**src/rtl/mips_mem_pkg.sv**
```systemverilog
// -----------------------------------------------------------------------------
// mips_mem_pkg
//   Shared definitions for the MEM-stage data-memory access controller:
//   FSM state encoding, MIPS load/store opcodes, access-size enum and the
//   byte-enable width.
//   Configuration macro: SUBWORD_EN (consumers use the opcode/size items only
//   when it is defined).
// -----------------------------------------------------------------------------
package mips_mem_pkg;

    // Controller states: wait for an access, drive the bus, report the result
    typedef enum logic [1:0] {
        ST_IDLE = 2'd0,
        ST_REQ  = 2'd1,
        ST_DONE = 2'd2
    } state_e;

    // Load/store opcodes (instruction bits [31:26])
    localparam logic [5:0] OP_LB  = 6'h20;
    localparam logic [5:0] OP_LH  = 6'h21;
    localparam logic [5:0] OP_LW  = 6'h23;
    localparam logic [5:0] OP_LBU = 6'h24;
    localparam logic [5:0] OP_LHU = 6'h25;
    localparam logic [5:0] OP_SB  = 6'h28;
    localparam logic [5:0] OP_SH  = 6'h29;
    localparam logic [5:0] OP_SW  = 6'h2B;

    // Access size of a load or store
    typedef enum logic [1:0] {
        SZ_BYTE = 2'd0,
        SZ_HALF = 2'd1,
        SZ_WORD = 2'd2
    } size_e;

    // One enable per byte lane of the 32-bit data bus
    localparam int BE_W = 4;

endpackage

```
**src/rtl/mem_access_ctrl_load_align.sv**
```systemverilog
// -----------------------------------------------------------------------------
// load_align
//   Combinational load-data alignment: selects the addressed byte/halfword
//   lane of the bus read data (little-endian, lane = offset) and sign- or
//   zero-extends it to 32 bits. Word loads pass through unchanged.
//   Used by mem_access_ctrl only when SUBWORD_EN is defined.
// Ports
//   rdata_i   32  raw bus read data
//   off_i      2  byte offset of the access (addr[1:0])
//   size_i     2  access size (size_e)
//   signed_i   1  1 = sign-extend, 0 = zero-extend
//   ldata_o   32  aligned, extended load result
// -----------------------------------------------------------------------------
module load_align
    import mips_mem_pkg::*;
(
    input  logic [31:0] rdata_i,
    input  logic [1:0]  off_i,
    input  size_e       size_i,
    input  logic        signed_i,
    output logic [31:0] ldata_o
);

    logic [31:0] shifted;

    // Move the addressed lane down to bit 0 before extending
    assign shifted = rdata_i >> {off_i, 3'b000};

    always_comb begin
        ldata_o = rdata_i;
        case (size_i)
            SZ_BYTE: ldata_o = {{24{signed_i & shifted[7]}}, shifted[7:0]};
            SZ_HALF: ldata_o = {{16{signed_i & shifted[15]}}, shifted[15:0]};
            default: ldata_o = rdata_i;
        endcase
    end

endmodule

```
**src/rtl/mem_access_ctrl.sv**
```systemverilog
// -----------------------------------------------------------------------------
// mem_access_ctrl
//   MEM-stage data-memory access controller. Converts memrd/memwr from the
//   EX/MEM register into one req/ack bus transaction, stalls the pipeline until
//   it finishes, and returns the aligned load result with one-cycle valid,
//   bus-error (ack timeout) and misalignment pulses.
//   FSM: IDLE -> REQ -> DONE -> IDLE (misaligned accesses skip REQ).
//   Configuration macro: SUBWORD_EN
//     defined   : byte/halfword/word accesses decoded from insin[31:26],
//                 lane byte enables, replicated store data, extended loads.
//                 DWIDTH must be 32 in this build.
//     undefined : word-only accesses, dmem_be = 4'hF, insin unused.
// Ports
//   clk, rst_n                 clock (rising edge), async active-low reset
//   flush                      squash the access waiting in IDLE
//   memrdin, memwrin           load / store request (both high = store)
//   aluoutin [AWIDTH]          effective address
//   regdata2in [DWIDTH]        store data
//   insin [32]                 instruction (opcode used with SUBWORD_EN)
//   dmem_req/we/addr/wdata/be  data-memory bus request side
//   dmem_ack, dmem_rdata       bus completion and read data (same cycle)
//   stall                      hold the upstream pipeline registers
//   ldata, ldata_vld           load result and its one-cycle valid
//   buserr, misalign           one-cycle error flags in DONE
// -----------------------------------------------------------------------------
module mem_access_ctrl
    import mips_mem_pkg::*;
#(
    parameter int AWIDTH  = 32,
    parameter int DWIDTH  = 32,
    parameter int MAXWAIT = 15
) (
    input  logic              clk,
    input  logic              rst_n,
    input  logic              flush,
    input  logic              memrdin,
    input  logic              memwrin,
    input  logic [AWIDTH-1:0] aluoutin,
    input  logic [DWIDTH-1:0] regdata2in,
    input  logic [31:0]       insin,
    output logic              dmem_req,
    output logic              dmem_we,
    output logic [AWIDTH-1:0] dmem_addr,
    output logic [DWIDTH-1:0] dmem_wdata,
    output logic [BE_W-1:0]   dmem_be,
    input  logic              dmem_ack,
    input  logic [DWIDTH-1:0] dmem_rdata,
    output logic              stall,
    output logic [DWIDTH-1:0] ldata,
    output logic              ldata_vld,
    output logic              buserr,
    output logic              misalign
);

    localparam logic [7:0] MAX_CNT = 8'(MAXWAIT);

    state_e            state_q, state_d;
    logic [AWIDTH-3:0] addr_q, addr_d;
    logic              we_q, we_d;
    logic [BE_W-1:0]   be_q, be_d;
    logic [DWIDTH-1:0] wdata_q, wdata_d;
    logic [DWIDTH-1:0] ldata_q, ldata_d;
    logic              isLoad_q, isLoad_d;
    logic [7:0]        waitCnt_q, waitCnt_d;
    logic              buserr_q, buserr_d;
    logic              misalign_q, misalign_d;

    logic              access;
    logic              startReq;
    logic [BE_W-1:0]   accBe;
    logic [DWIDTH-1:0] accWdata;
    logic              accMisalign;
    logic [DWIDTH-1:0] loadResult;

    assign access   = (memrdin | memwrin) & ~flush;
    assign startReq = (state_q == ST_IDLE) & access & ~accMisalign;

`ifdef SUBWORD_EN
    logic [5:0] opcode;
    size_e      accSize, size_q;
    logic       accSigned, sign_q;
    logic [1:0] off_q;

    assign opcode = insin[31:26];

    // Decode access size and signedness; unknown opcodes fall back to word
    always_comb begin
        accSize   = SZ_WORD;
        accSigned = 1'b0;
        case (opcode)
            OP_LB:          begin accSize = SZ_BYTE; accSigned = 1'b1; end
            OP_LBU, OP_SB:  accSize = SZ_BYTE;
            OP_LH:          begin accSize = SZ_HALF; accSigned = 1'b1; end
            OP_LHU, OP_SH:  accSize = SZ_HALF;
            default:        accSize = SZ_WORD;
        endcase
    end

    // Lane enables, replicated store data and alignment check for the access
    always_comb begin
        accBe       = 4'hF;
        accWdata    = regdata2in;
        accMisalign = |aluoutin[1:0];
        case (accSize)
            SZ_BYTE: begin
                accBe       = 4'b0001 << aluoutin[1:0];
                accWdata    = {4{regdata2in[7:0]}};
                accMisalign = 1'b0;
            end
            SZ_HALF: begin
                accBe       = aluoutin[1] ? 4'b1100 : 4'b0011;
                accWdata    = {2{regdata2in[15:0]}};
                accMisalign = aluoutin[0];
            end
            default: ;
        endcase
    end

    // Remember size/sign/offset so the returning data can be aligned
    always_ff @(posedge clk or negedge rst_n) begin
        if (!rst_n) begin
            size_q <= SZ_WORD;
            sign_q <= 1'b0;
            off_q  <= 2'b00;
        end else if (startReq) begin
            size_q <= accSize;
            sign_q <= accSigned;
            off_q  <= aluoutin[1:0];
        end
    end

    load_align u_load_align (
        .rdata_i  (dmem_rdata),
        .off_i    (off_q),
        .size_i   (size_q),
        .signed_i (sign_q),
        .ldata_o  (loadResult)
    );
`else
    logic unusedIns;

    assign unusedIns   = ^insin;
    assign accBe       = 4'hF;
    assign accWdata    = regdata2in;
    assign accMisalign = |aluoutin[1:0];
    assign loadResult  = dmem_rdata;
`endif

    // State and transaction registers
    always_ff @(posedge clk or negedge rst_n) begin
        if (!rst_n) begin
            state_q    <= ST_IDLE;
            addr_q     <= '0;
            we_q       <= 1'b0;
            be_q       <= '0;
            wdata_q    <= '0;
            ldata_q    <= '0;
            isLoad_q   <= 1'b0;
            waitCnt_q  <= '0;
            buserr_q   <= 1'b0;
            misalign_q <= 1'b0;
        end else begin
            state_q    <= state_d;
            addr_q     <= addr_d;
            we_q       <= we_d;
            be_q       <= be_d;
            wdata_q    <= wdata_d;
            ldata_q    <= ldata_d;
            isLoad_q   <= isLoad_d;
            waitCnt_q  <= waitCnt_d;
            buserr_q   <= buserr_d;
            misalign_q <= misalign_d;
        end
    end

    // Next-state logic. The wait counter holds the number of the current REQ
    // cycle, so reaching MAXWAIT without ack means MAXWAIT cycles have elapsed.
    // Flags default low so they live only for the single DONE cycle.
    always_comb begin
        state_d    = state_q;
        addr_d     = addr_q;
        we_d       = we_q;
        be_d       = be_q;
        wdata_d    = wdata_q;
        ldata_d    = ldata_q;
        isLoad_d   = isLoad_q;
        waitCnt_d  = waitCnt_q;
        buserr_d   = 1'b0;
        misalign_d = 1'b0;
        stall      = 1'b0;

        case (state_q)
            ST_IDLE: begin
                waitCnt_d = '0;
                if (access) begin
                    stall    = 1'b1;
                    isLoad_d = ~memwrin;
                    if (accMisalign) begin
                        misalign_d = 1'b1;
                        ldata_d    = '0;
                        state_d    = ST_DONE;
                    end else begin
                        addr_d    = aluoutin[AWIDTH-1:2];
                        we_d      = memwrin;
                        be_d      = accBe;
                        wdata_d   = accWdata;
                        waitCnt_d = 8'd1;
                        state_d   = ST_REQ;
                    end
                end
            end
            ST_REQ: begin
                stall = 1'b1;
                if (dmem_ack) begin
                    if (isLoad_q) begin
                        ldata_d = loadResult;
                    end
                    waitCnt_d = '0;
                    state_d   = ST_DONE;
                end else if (waitCnt_q == MAX_CNT) begin
                    buserr_d  = 1'b1;
                    ldata_d   = '0;
                    waitCnt_d = '0;
                    state_d   = ST_DONE;
                end else begin
                    waitCnt_d = waitCnt_q + 8'd1;
                end
            end
            ST_DONE: begin
                state_d = ST_IDLE;
            end
            default: begin
                state_d = ST_IDLE;
            end
        endcase
    end

    // Bus outputs are only driven while a request is outstanding
    assign dmem_req   = (state_q == ST_REQ);
    assign dmem_we    = dmem_req & we_q;
    assign dmem_addr  = dmem_req ? {addr_q, 2'b00} : '0;
    assign dmem_be    = dmem_req ? be_q : '0;
    assign dmem_wdata = dmem_req ? wdata_q : '0;

    assign ldata      = ldata_q;
    assign ldata_vld  = (state_q == ST_DONE) & isLoad_q & ~buserr_q & ~misalign_q;
    assign buserr     = buserr_q;
    assign misalign   = misalign_q;

endmodule

```
**config.mk**
```make
export PLATFORM = sky130hd
export DESIGN_NAME = mem_access_ctrl
export DESIGN_NICKNAME = d
export VERILOG_FILES = /design/src/rtl/mips_mem_pkg.sv /design/src/rtl/mem_access_ctrl_load_align.sv /design/src/rtl/mem_access_ctrl.sv
export SDC_FILE = /design/constraint.sdc
export NUM_CORES = 1
export LEC_CHECK = 0
export ABC_AREA = 1
export BUFFER_PORTS_ARGS = -buffer_cell sky130_fd_sc_hd__buf_2
export CORE_UTILIZATION = 47
export CTS_CLUSTER_SIZE = 25
export DETAILED_ROUTE_END_ITERATION = 10
export PLACE_DENSITY = 0.91
export SLEW_MARGIN = 20
export SYNTH_ARGS = -nofsm -noshare
export SYNTH_HDL_FRONTEND = slang
export SYNTH_SLANG_ARGS = --single-unit
```
**constraint.sdc**
```tcl
create_clock -name clk -period 1.6 [get_ports clk]
set_input_delay 0.32 -clock clk [delete_from_list [all_inputs] [get_ports clk]]
set_output_delay 0.32 -clock clk [all_outputs]
set_load 0.02 [all_outputs]
```
**Word level (Yosys, flattened, before mapping)**

Index checks and enable logic that the tools add are counted.

- Bits in registers: 109

- Equality and inequality tests: 7
- Mux-type cells: 27
- $add $sub $neg: 1
- Reduce and logical (&&, ||, !) cells: 7
- Bitwise logic cells: 11

Operators with widths:

| operator | number |
|---|---|
| $mux 32 | 7 |
| $pmux 32 s2 | 1 |
| $mux 8 | 2 |
| $pmux 8 s2 | 1 |
| $mux 1 | 9 |
| $add 8x1->8 const B | 1 |
| $eq 8x4->1 const B | 1 |
| $mux 2 | 4 |
| $and 1x1->1 | 5 |
| $not 1->1 | 5 |
| $reduce_and 5->1 | 1 |
| $mux 4 | 1 |
| $ne 2x2->1 const B | 2 |
| $pmux 2 s2 | 1 |
| $reduce_and 2->1 | 2 |
| $ne 3x1->1 const B | 1 |
| $ne 3x2->1 const B | 1 |
| $reduce_and 3->1 | 1 |
| $eq 2x1->1 const B | 1 |
| $eq 2x2->1 const B | 1 |
| $logic_not 2->1 | 1 |
| $pmux 1 s2 | 1 |
| $reduce_bool 2->1 | 1 |
| $reduce_or 2->1 | 1 |
| $or 1x1->1 | 1 |

**Longest topological paths before layout**

Gate-level depths: netlist of the first run.

- Word-level depth: 4
- Gate-level depth with buffers: 10

**Least setup slack after synthesis of the first run**

OpenSTA, ideal clock, no wires.

- Path kind: reg2out
- Start point: register state_q[1]
- End point: output port dmem_be[1]
- Data arrival time: 1.538 ns
- Required time: 1.280 ns
- Slack: -0.258 ns
- Path buffers: 3
- Cell stages (with the launch flop): 7
- Cells stage by stage: dfrtp_1 > buf_6 > nor2_4 > inv_1 > buf_2 > nor2_1 > buf_4

- Longest elaborated chain between the ends: 2

Ends and longest elaborated chain:

| item | line | RTL |
|---|---|---|
| start: declaration | mem_access_ctrl.sv:57 | `state_e state_q, state_d;` |
| start signal: assignment | mem_access_ctrl.sv:163 | `state_q <= state_d;` |
| $eq 2x1->1 | mem_access_ctrl.sv:239 | `assign dmem_req = (state_q == ST_REQ);` |
| net dmem_req | mem_access_ctrl.sv:41 | `output logic dmem_req,` |
| $mux 4 | mem_access_ctrl.sv:242 | `assign dmem_be = dmem_req ? be_q : '0;` |
| end: declaration | mem_access_ctrl.sv:45 | `output logic [BE_W-1:0] dmem_be,` |

The timed path passes the listed nets, and every way through them passes these cells.

**Worst setup path after layout of the first run**

- Start point: register state_q[1]
- End point: register wdata_q[22]

- Longest elaborated chain between the ends: 2

Ends and longest elaborated chain:

| item | line | RTL |
|---|---|---|
| $logic_not 2->1 | mem_access_ctrl.sv:192 | `case (state_q)` |
| $reduce_and 3->1 (no line) | -- |  |
| end signal: assignment | mem_access_ctrl.sv:167 | `wdata_q <= wdata_d;` |
| end: declaration | mem_access_ctrl.sv:61 | `logic [DWIDTH-1:0] wdata_q, wdata_d;` |

Every way passes these cells.
A chain may end at the register's enable or synchronous reset.

==> flow_summary_export.csv, run 1 <==
group,metric,value,unit
logic_synthesis,yosys-top-cells-area,"dfrtp_1, nor2_1, inv_1",
logic_synthesis,ys_seq_area_share,52.0,%
logic_synthesis,async_reset_ff_share,100,%
clock_network,clk_path_buf_depth,2,
floorplan,fp.dieW,108,um
layout,fill_cells,637,
grt,first_global_vias,4616,
timing,period_needed,1.97,ns
layout,regArea,2730,um^2
timing,tns,-41.27,ns
logic_synthesis,yosysUniqueCellTypes,28,
timing,fin_skew,0.0121,ns
logic_synthesis,yosysTopAreaCell,"dfrtp_1",
layout,final_net_count,1034,
clock_network,cts-hold-fix-buffers,0,
setup_path,endpoint_kind,"register",
timing,hold_viol,2,
floorplan,core-area,10800,um^2
logic_synthesis,synth_seq_cells,109,
grt,grt_pass1_wl,21600,um
timing,drv_slew,0,
outcome,violations,"negative hold slack, negative setup slack",
timing,max_slew.worst_pin.slew,0.586,ns
detailed_routing,drt-initial-drc-count,423,
setup_path,max_stage_delay,0.42,ns
clock_network,clk_pin_slew_worst_paths,0.11,ns
timing,setup_viol,166,
clock_network,numClockSinks,109,
clock_network,cts_tree,"built",
logic_synthesis,synth_area,5240,um^2
floorplan,rows,38,
setup_path,reg2reg_depth,9,
clock_network,clk_latency,0.37,ns
detailed_routing,wire_per_inst,17.7,um
setup_path,cp.arrival,2.25,ns
pwr,p_leak,4.57,nW
layout,multi_input_area,2450,um^2
logic_synthesis,synth_edf_count,0,
setup_path,cp-start-kind,"register",
timing,timing.hold.ws,-0.00179,ns
logic_synthesis,synth_most_common_cell,"nor2_1",
grt,grt_max_degree,110,
detailed_routing,routed_wl,18500,um
setup_path,worstReg2RegEnd,"wdata_q[22]$_DFFE_PN0P_",
flow_run,maxCapViolations,0,
floorplan,initial_core_util,48.4,%
setup_path,crit_cells,9,
pwr,p_per_area,1290,nW/um^2
place,gp_congestion,0.836,
floorplan,die_area,11600,um^2
place,hpwl,8720,um
timing,setup_ws,-0.372,ns
setup_path,slowest_stage,"dfrtp_1",
setup_path,crit_fanout,25,
timing,min_period_over_period,123,%
grt,track_usage,23.9,%
grt,grt_overflow,0,
timing,max_slew_margin,60.9,%
clock_network,numCtsBuffers,9,
floorplan,io_pins,240,
logic_synthesis,synthFlopType,"dfrtp_1",
logic_synthesis,yosysTopAreaCellShare,52.0,%
layout,synthToLayoutAreaGrowth,58.3,%
place,port_buffers,205,
timing,rsz0062_at_grt,"true",
layout,drive_above_1_share,45.9,%
pwr,power,10.7,mW
detailed_routing,drc,0,
worst_hold_path,hp-class,"in -> async",
detailed_routing,vias_per_cell,5.22,
setup_path,crit_path_cell_trace,"buf_4, buf_6, buf_8, clkinv_8, nand2_4, nor2_4, nand2_8, clkbuf_16, a21oi_1",
detailed_routing,dr.pass1.iters,5,
setup_path,path_buf_inv,5,
clock_network,root_buffer,"clkbuf_8",
setup_path,r2r_start,"state_q[1]$_DFFE_PN0P_",
outcome,outcome,"complete, but fails checks",
setup_path,endpoint,"wdata_q[22]$_DFFE_PN0P_",
clock_network,htreeDepth,3,
setup_path,critPathTopFamily,"buffers and inverters",
logic_synthesis,syn-mean-instance-area,7.92,um^2
logic_synthesis,ys.warnings.count,0,
logic_synthesis,yosys-top-cells-count,"nor2_1, inv_1, dfrtp_1, nand2_1, a21oi_1",
detailed_routing,ant_nets,0,
detailed_routing,vias,5451,
pwr,ir_drop,661,uV
setup_path,crit_start,"state_q[1]$_DFFE_PN0P_",
place,preCtsSetupSlack,-0.0895,ns
setup_path,r2r_slack,-0.37,ns
floorplan,die_h,108,um
grt,antenna_found_initial,1,
setup_path,critPathRequiredTime,1.88,ns
setup_path,crit_type,"reg -> reg",
timing,max_freq,507,MHz
logic_synthesis,syn_inst,662,
## flip-flops by register name (all words and copies together), names as in the netlist
signal	flops
misalign	1
buserr	1
wdata_q	32
ldata	32
isLoad_q	1
state_q	2
addr_q	30
we_q	1
be_q	1
waitCnt_q	8
## cell type report
| class | count | area share (%) |
|---|---|---|
| Sequential cell | 109 | 32.9 |
| Multi-Input combinational cell | 401 | 29.6 |
| Timing Repair Buffer | 261 | 27.7 |
| Inverter | 117 | 5.53 |
| Tap cell | 140 | 2.11 |
| Clock buffer | 11 | 1.70 |
| Clock inverter | 5 | 0.513 |
| Antenna cell | 1 | 0.0302 |
## worst min-delay path by stage
stage,slack (ns),depth (start not counted),to,startpoint
after CTS,0.04,2,ldata[9]$_DFFE_PN0P_,rst_n
after detailed placement,0.44,2,ldata[9]$_DFFE_PN0P_,rst_n
final,-0.002,2,ldata[3]$_DFFE_PN0P_,rst_n
after global placement,0.44,2,ldata[3]$_DFFE_PN0P_,rst_n
after global routing,0.02,2,ldata[9]$_DFFE_PN0P_,rst_n
after floorplan,0.02,0,addr_q[0]$_DFFE_PN0P_,rst_n
## layer usage
metal	global-route usage (%)	vias to the layer above	share of wire [%]
met2	41.8	325	51
met1	28.1	2604	37
met5	0	-	0
li1	-	2462	-
met3	6.23	60	8.5
met4	8.61	0	3.9
## stage by stage
stage | cells | utilization (%) | area (um^2)
after CTS | 1016 | 66.0 | 7160
final | 1045 | 76.5 | 8300
after floorplan | 663 | - | 5390
after global routing | 1045 | 76.5 | 8300
after global placement | 985 | 60.0 | 6500
after detailed placement | 985 | 60.0 | 6500
## placed cells by master, fill, tap and decap left out, types with 2 or more instances in the layout
master,Yosys,final
clkbuf_16,0,10
inv_6,0,2
inv_2,3,3
a21oi_1,56,46
buf_12,0,11
nand2_1,94,89
buf_6,16,56
nand2_8,0,2
conb_1,1,2
xnor2_1,3,3
nand2_4,2,3
nand2_2,2,5
nand4_1,3,3
o21ai_0,2,2
clkbuf_8,0,10
clkinv_4,0,3
buf_16,0,4
a21oi_2,8,18
dfrtp_1,109,109
buf_4,10,39
buf_8,0,3
buf_2,7,136
nor2_2,0,30
nor2_1,175,86
nor2_4,3,62
nand3_1,39,33
bufbuf_16,0,2
nand3_2,1,7
inv_1,113,111
nand3_4,1,3
## worst register-to-register path, delay by kind of cell (launching register included)
family                 cells  cell delay (ns)
AND/OR/NAND/NOR            3             0.53
flip-flops                 1             0.42
buffers and inverters      5             0.70
AO/OA/AOI/OAI              1             0.24
## power by group
| group | switching (mW) | leakage, nW | total, mW | internal (mW) |
|---|---|---|---|---|
| clock | 0.986 | 0.0905 | 1.61 | 0.629 |
| combinational | 2.99 | 3.17 | 5.06 | 2.07 |
| sequential | 0.386 | 1.30 | 4.05 | 3.67 |
## timing repair
action,4_1_cts,5_1_grt
hold endpoints to repair,0,0
cloned,6,16
setup buffers,9,12
setup endpoints to repair,101,170
resized for setup,90,183
pin swaps,4,12
## cells by family (layout without fill, tap and decap cells)
group / after synthesis / after routing / share of synthesized area [%]
and+or+nand+nor: 323 / 326 / 25.5
DFF: 109 / 109 / 52.0
AOI/OAI and AO/OA: 68 / 68 / 7.14
xor gates and xnor gates: 4 / 4 / 0.668
buffers and inverters: 156 / 394 / 14.4
adders and majority gates: 1 / 1 / 0.239
other: 1 / 3 / 0.0715
No activity file was read; power rests on OpenSTA's default activity.
==> run 2, diff against run 1 <==
ABC_AREA = 0   (was 1)
CORE_UTILIZATION = 50   (was 47)
PLACE_DENSITY = 0.95   (was 0.91)
clock period = 2.3 ns   (was 1.6 ns; I/O delays follow)
==> run 2 against run 1 <==
  * Worst setup slack improved by 0.49 ns
  * Critical path depth down 5
  * Hold slack better by 0.32 ns
  * Highest routed layer is now met5
  * Sequential power is 38% lower
  * The run now ends clean
==> flow_summary_export.csv, run 2 <==
group,metric,value,unit
layout,postLayoutCoreUtil,64.3,%
layout,final_cells,733,
logic_synthesis,synth_area,5270,um^2
detailed_routing,routed_wl,12100,um
grt,grt_max_degree,56,
logic_synthesis,ys.warnings.count,0,
detailed_routing,dr.pass1.iters,6,
timing,timing.hold.ws,0.315,ns
pwr,power_frac_comb,25.3,%
layout,fill_cells,792,
logic_synthesis,async_reset_ff_share,100,%
place,hpwl,8700,um
logic_synthesis,synth_seq_cells,109,
logic_synthesis,yosys-top-cells-count,"dfrtp_1, and3_1, mux2_4, clkbuf_1, mux2_2",
layout,final_cell_area,6610,um^2
detailed_routing,drt-initial-drc-count,171,
grt,first_global_vias,3882,
floorplan,die_h,105,um
detailed_routing,drc,0,
detailed_routing,vias,3851,
layout,synthToLayoutAreaGrowth,25.3,%
place,dp.cells,713,
clock_network,clk_pin_slew_worst_paths,0.10,ns
detailed_routing,ant_nets,0,
place,port_buffers,205,
setup_path,crit_path_cell_trace,"clkinvlp_4, buf_12, and3_1, buf_2",
layout,regArea,2730,um^2
floorplan,fp.dieW,105,um
logic_synthesis,yosysTopAreaCellShare,51.7,%
logic_synthesis,synth_edf_count,0,
setup_path,max_stage_delay,0.51,ns
logic_synthesis,syn-mean-instance-area,13.4,um^2
grt,grt_pass1_wl,19200,um
pwr,p_sw,1.39,mW
logic_synthesis,synth_most_common_cell,"dfrtp_1",
layout,layout_common_cells,"buf_2, dfrtp_1, and3_1",
worst_hold_path,hp-class,"in -> reg",
grt,antenna_found_initial,3,
grt,grt_overflow,0,
floorplan,initial_core_util,51.3,%
clock_network,htreeDepth,3,
clock_network,numCtsBuffers,9,
floorplan,die_area,11000,um^2
timing,setup_viol,0,
pwr,p_leak,4.04,nW
logic_synthesis,syn_inst,393,
clock_network,root_buffer,"clkbuf_8",
timing,period_needed,2.19,ns
setup_path,crit_fanout,54,
logic_synthesis,yosysTopAreaCell,"dfrtp_1",
place,gp_congestion,0.756,
pwr,swShare,29.0,%
floorplan,core-area,10300,um^2
clock_network,numClockSinks,109,
setup_path,slowest_stage,"dfrtp_2",
layout,drive_above_1_share,56.8,%
timing,max_freq,457,MHz
timing,tns,0,ns
outcome,outcome,"finished, final reports clean",
floorplan,io_pins,240,
grt,track_usage,22.2,%
logic_synthesis,ys_seq_area_share,51.7,%
layout,final_net_count,726,
pwr,internal_power,3.41,mW
pwr,ir_drop,439,uV
timing,hold_viol,0,
pwr,pwr-share-clk,21.9,%
pwr,seq_power_share,52.8,%
flow_run,maxCapViolations,0,
setup_path,crit_type,"reg -> out",
timing,fin_skew,0.0115,ns
timing,drv_slew,0,
detailed_routing,wire_per_inst,16.5,um
clock_network,cts_tree,"built",
detailed_routing,vias_per_cell,5.25,
layout,multi_input_area,2320,um^2
setup_path,cp.arrival,1.73,ns
pwr,p_per_area,726,nW/um^2
layout,final_common_cell,"buf_2",
logic_synthesis,yosys-top-cells-area,"dfrtp_1, mux2_4, and3_1",
clock_network,clk_path_buf_depth,2,
setup_path,critPathRequiredTime,1.84,ns
setup_path,endpoint_kind,"output port",
floorplan,rows,37,
timing,min_period_over_period,95.1,%
setup_path,cp-start-kind,"register",
logic_synthesis,yosysUniqueCellTypes,32,
clock_network,clk_latency,0.37,ns
logic_synthesis,synthFlopType,"dfrtp_1",
place,placed_area,6400,um^2
timing,rsz0062_at_grt,"false",
## run 2: cell types whose count changed in the layout (fill, tap and decap cells not counted), moves of 68 or more
cell | before | now
nor2_1 | 86 | 5
buf_2 | 136 | 204
and3_1 | 0 | 97
mux2_4 | 0 | 78
nand2_1 | 89 | 8
inv_1 | 111 | 3
## run 2: layer usage
layer  vias to the layer above  share of wire, %  track usage [%]
li1                       1780                 -                -
met1                      1892                41             26.5
met2                       154                52             38.6
met3                        23               6.0             6.24
met4                         2               1.8             7.55
met5                         -              0.11                0
## run 2: what timing repair did
item	CTS	global route
endpoints found under the setup margin	52	52
resized for setup	2	0
buffers inserted	0	2
hold endpoints to repair	25	0
hold buffers	1	0
## run 2: power groups by stage
| stage | Combinational [mW] | Clock, mW | Sequential (mW) |
|---|---|---|---|
| finish | 1.22 | 1.05 | 2.53 |
| global route | 1.30 | 1.17 | 2.58 |
| CTS | 1.22 | 1.09 | 2.53 |
| detailed placement | 1.21 | 0 | 2.56 |
| global placement | 1.16 | 0 | 2.53 |
| floorplan | 0.866 | 0 | 2.51 |
## run 2: path summary, 6_finish.rpt
check | start | to | slack [ns] | depth (start not counted)
min in group asynchronous | rst_n | ldata[25]$_DFFE_PN0P_ | 0.53 | 2
max in group asynchronous | rst_n | wdata_q[21]$_DFFE_PN0P_ | 1.18 | 3
min | regdata2in[25] | wdata_q[25]$_DFFE_PN0P_ | 0.32 | 2
max | state_q[1]$_DFFE_PN0P_ | dmem_wdata[14] | 0.11 | 4
max reg2reg | waitCnt_q[4]$_DFFE_PN0P_ | ldata[28]$_DFFE_PN0P_ | 0.29 | 5
min reg2reg | be_q[0]$_DFFE_PN0P_ | be_q[0]$_DFFE_PN0P_ | 0.47 | 1
## run 2: kinds of logic (layout without fill, tap and decap cells)
kind of cell    after synthesis  after routing  synth area share [%]
compound gates               15             15                  2.25
xor+xnor                      4              4                 0.665
fa+ha+maj                     1              1                 0.237
buf+inv                      40            241                  4.51
flops                       109            109                  51.7
mux                          95             95                  25.8
other cells                   1              4                0.0711
simple gates                128            128                  14.7
## run 2: cell type report
cell class / instances / share of cell area [%]
inverter: 4 / 0.284
antenna: 2 / 0.0758
timing repair buffer: 222 / 18.1
tap: 136 / 2.58
clock buffer: 9 / 1.88
clock inverter: 6 / 0.720
sequential: 109 / 41.3
multi-input combinational: 245 / 35.1
## run 2: worst max-delay path: cells and delay by family, from the launching register on
family | cells | cell delay [ns]
AND/OR/NAND/NOR | 1 | 0.19
flip-flops | 1 | 0.51
buffers and inverters | 3 | 0.62
## run 2: stage by stage
stage          power (mW)  setup WS (ns)
4_1_cts              4.84         0.0509
3_3_place_gp         3.68          0.173
6_report             4.80          0.114
5_1_grt              5.05        0.00284
2_1_floorplan        3.37          0.291
3_5_place_dp         3.77          0.140
==> run 3, diff against run 2 <==
BUFFER_PORTS_ARGS = -buffer_cell sky130_fd_sc_hd__buf_4   (was -buffer_cell sky130_fd_sc_hd__buf_2)
==> run 3 against run 2 <==
  * First-iteration DRC count up 5.8%
  * Sequential power about the same
  * Clock power up 5%
  * Critical path depth unchanged
  * Clock-buffer cell count up 1
  * Critical endpoint is now dmem_wdata[9]
  * Non-clock buffer count down 4
  * Critical path type unchanged
  * Cell area up 8.0%
  * Die area unchanged
==> flow_summary_export.csv, run 3 (synthesis gave the netlist of run 2 again) <==
group,metric,value,unit
outcome,outcome,"finished, final reports clean",
layout,synthToLayoutAreaGrowth,35.4,%
floorplan,fp.dieW,105,um
setup_path,critPathTopFamily,"buffers and inverters",
setup_path,crit_path_cell_trace,"buf_4, buf_8, and3_1, buf_4",
detailed_routing,routed_wl,12600,um
grt,first_global_vias,4008,
setup_path,crit_cells,4,
setup_path,max_stage_delay,0.50,ns
place,preCtsSetupSlack,0.147,ns
timing,setup_viol,0,
timing,fin_skew,0.0149,ns
layout,final_common_cell,"buf_4",
setup_path,cp-start-kind,"register",
timing,max_freq,461,MHz
floorplan,initial_core_util,51.3,%
pwr,p_leak,4.12,nW
place,hpwl,8970,um
clock_network,clk_latency,0.36,ns
floorplan,rows,37,
detailed_routing,wire_per_inst,17.3,um
grt,antenna_found_initial,0,
detailed_routing,dr_wl_met3,748,um
setup_path,path_buf_inv,3,
grt,grt_pass1_wl,20100,um
layout,n_antenna_cell,0,
place,dp.cells,711,
detailed_routing,dr.pass1.iters,4,
setup_path,reg2reg_depth,4,
clock_network,htreeDepth,3,
setup_path,critPathMostFrequentCell,"buf_4",
clock_network,numClockSinks,109,
grt,track_usage,22.9,%
place,port_buffers,205,
clock_network,root_buffer,"clkbuf_8",
worst_hold_path,hp-class,"in -> async",
timing,drv_slew,0,
clock_network,clk_pin_slew_worst_paths,0.11,ns
clock_network,numCtsBuffers,9,
clock_network,clk_path_buf_depth,2,
detailed_routing,top_layer_used,"met4",
timing,timing.hold.ws,0.0671,ns
setup_path,crit_fanout,51,
floorplan,die_area,11000,um^2
detailed_routing,vias_per_cell,5.30,
timing,hold_viol,0,
detailed_routing,wl_met1,5010,um
grt,grt_max_degree,66,
floorplan,core-area,10300,um^2
timing,rsz0062_at_grt,"false",
detailed_routing,vias,3860,
setup_path,r2r_slack,0.34,ns
setup_path,cp.arrival,1.71,ns
layout,drive_above_1_share,56.6,%
timing,setup_ws,0.129,ns
setup_path,slowest_stage,"dfrtp_1",
setup_path,critPathRequiredTime,1.84,ns
pwr,p_per_area,695,nW/um^2
setup_path,crit_type,"reg -> out",
detailed_routing,wl_met2,6740,um
layout,final_net_count,722,
layout,final_cell_area,7140,um^2
timing,tns,0,ns
layout,layout_common_cells,"buf_4, dfrtp_1, and3_1",
setup_path,endpoint_kind,"output port",
place,gp_congestion,0.773,
detailed_routing,drc,0,
place,placed_area,6930,um^2
floorplan,io_pins,240,
clock_network,cts_tree,"built",
timing,min_period_over_period,94.4,%
pwr,ir_drop,418,uV
clock_network,cts-hold-fix-buffers,0,
floorplan,die_h,105,um
grt,grt_overflow,0,
detailed_routing,ant_nets,0,
detailed_routing,drt-initial-drc-count,181,
flow_run,maxCapViolations,0,
timing,period_needed,2.17,ns
layout,final_cells,728,
[run 3: cell count changes in the layout (fill, tap and decap cells not counted)]
cell,previous run,this run
buf_12,3,6
buf_2,204,0
buf_4,14,211
buf_8,0,1
clkbuf_1,0,1
clkinv_2,2,1
clkinv_4,1,0
clkinv_8,0,1
diode_2,2,0
dlygate4sd3_1,1,0
inv_6,2,4
inv_8,1,0
[run 3: repair_timing]
item,CTS,global route
hold endpoints to repair,0,0
gates resized for setup,1,3
setup endpoints to repair,41,52
setup buffers,0,1
[run 3: through the flow]
stage	utilization, %	power (mW)
2_1_floorplan	-	3.37
3_3_place_gp	67.5	3.80
3_5_place_dp	67.5	3.89
4_1_cts	69.3	5.00
5_1_grt	69.4	5.21
6_report	69.4	4.96
[run 3: final timing paths]
kind / from / endpoint
worst max-delay path: state_q[0]$_DFFE_PN0P_ / dmem_wdata[9]
worst min register to register: be_q[0]$_DFFE_PN0P_ / be_q[0]$_DFFE_PN0P_
min in group clk: aluoutin[17] / addr_q[15]$_DFFE_PN0P_
worst max register to register: state_q[1]$_DFFE_PN0P_ / wdata_q[20]$_DFFE_PN0P_
worst min-delay path: rst_n / ldata[16]$_DFFE_PN0P_
max in group asynchronous: rst_n / wdata_q[6]$_DFFE_PN0P_
[run 3: metal layers]
metal  track usage [%]  vias to the layer above
met3              5.74                        7
li1                  -                     1776
met1              27.2                     1933
met2              42.3                      144
met4              3.62                        0
met5                 0                        -
[run 3: cell type report]
| type | count | area, um^2 |
|---|---|---|
| timing repair buffer | 218 | 1720 |
| clock inverter | 6 | 56.3 |
| clock buffer | 10 | 128 |
| tap | 136 | 170 |
| sequential | 109 | 2730 |
| multi-input combinational | 245 | 2320 |
| inverter | 4 | 18.8 |
| fill | 707 | 3140 |
[run 3: report_power, final]
group | internal [mW] | leakage [nW] | switching, mW
Sequential | 2.31 | 1.38 | 0.231
Combinational | 0.802 | 2.65 | 0.524
Clock | 0.419 | 0.0948 | 0.681
Total | 3.53 | 4.12 | 1.44
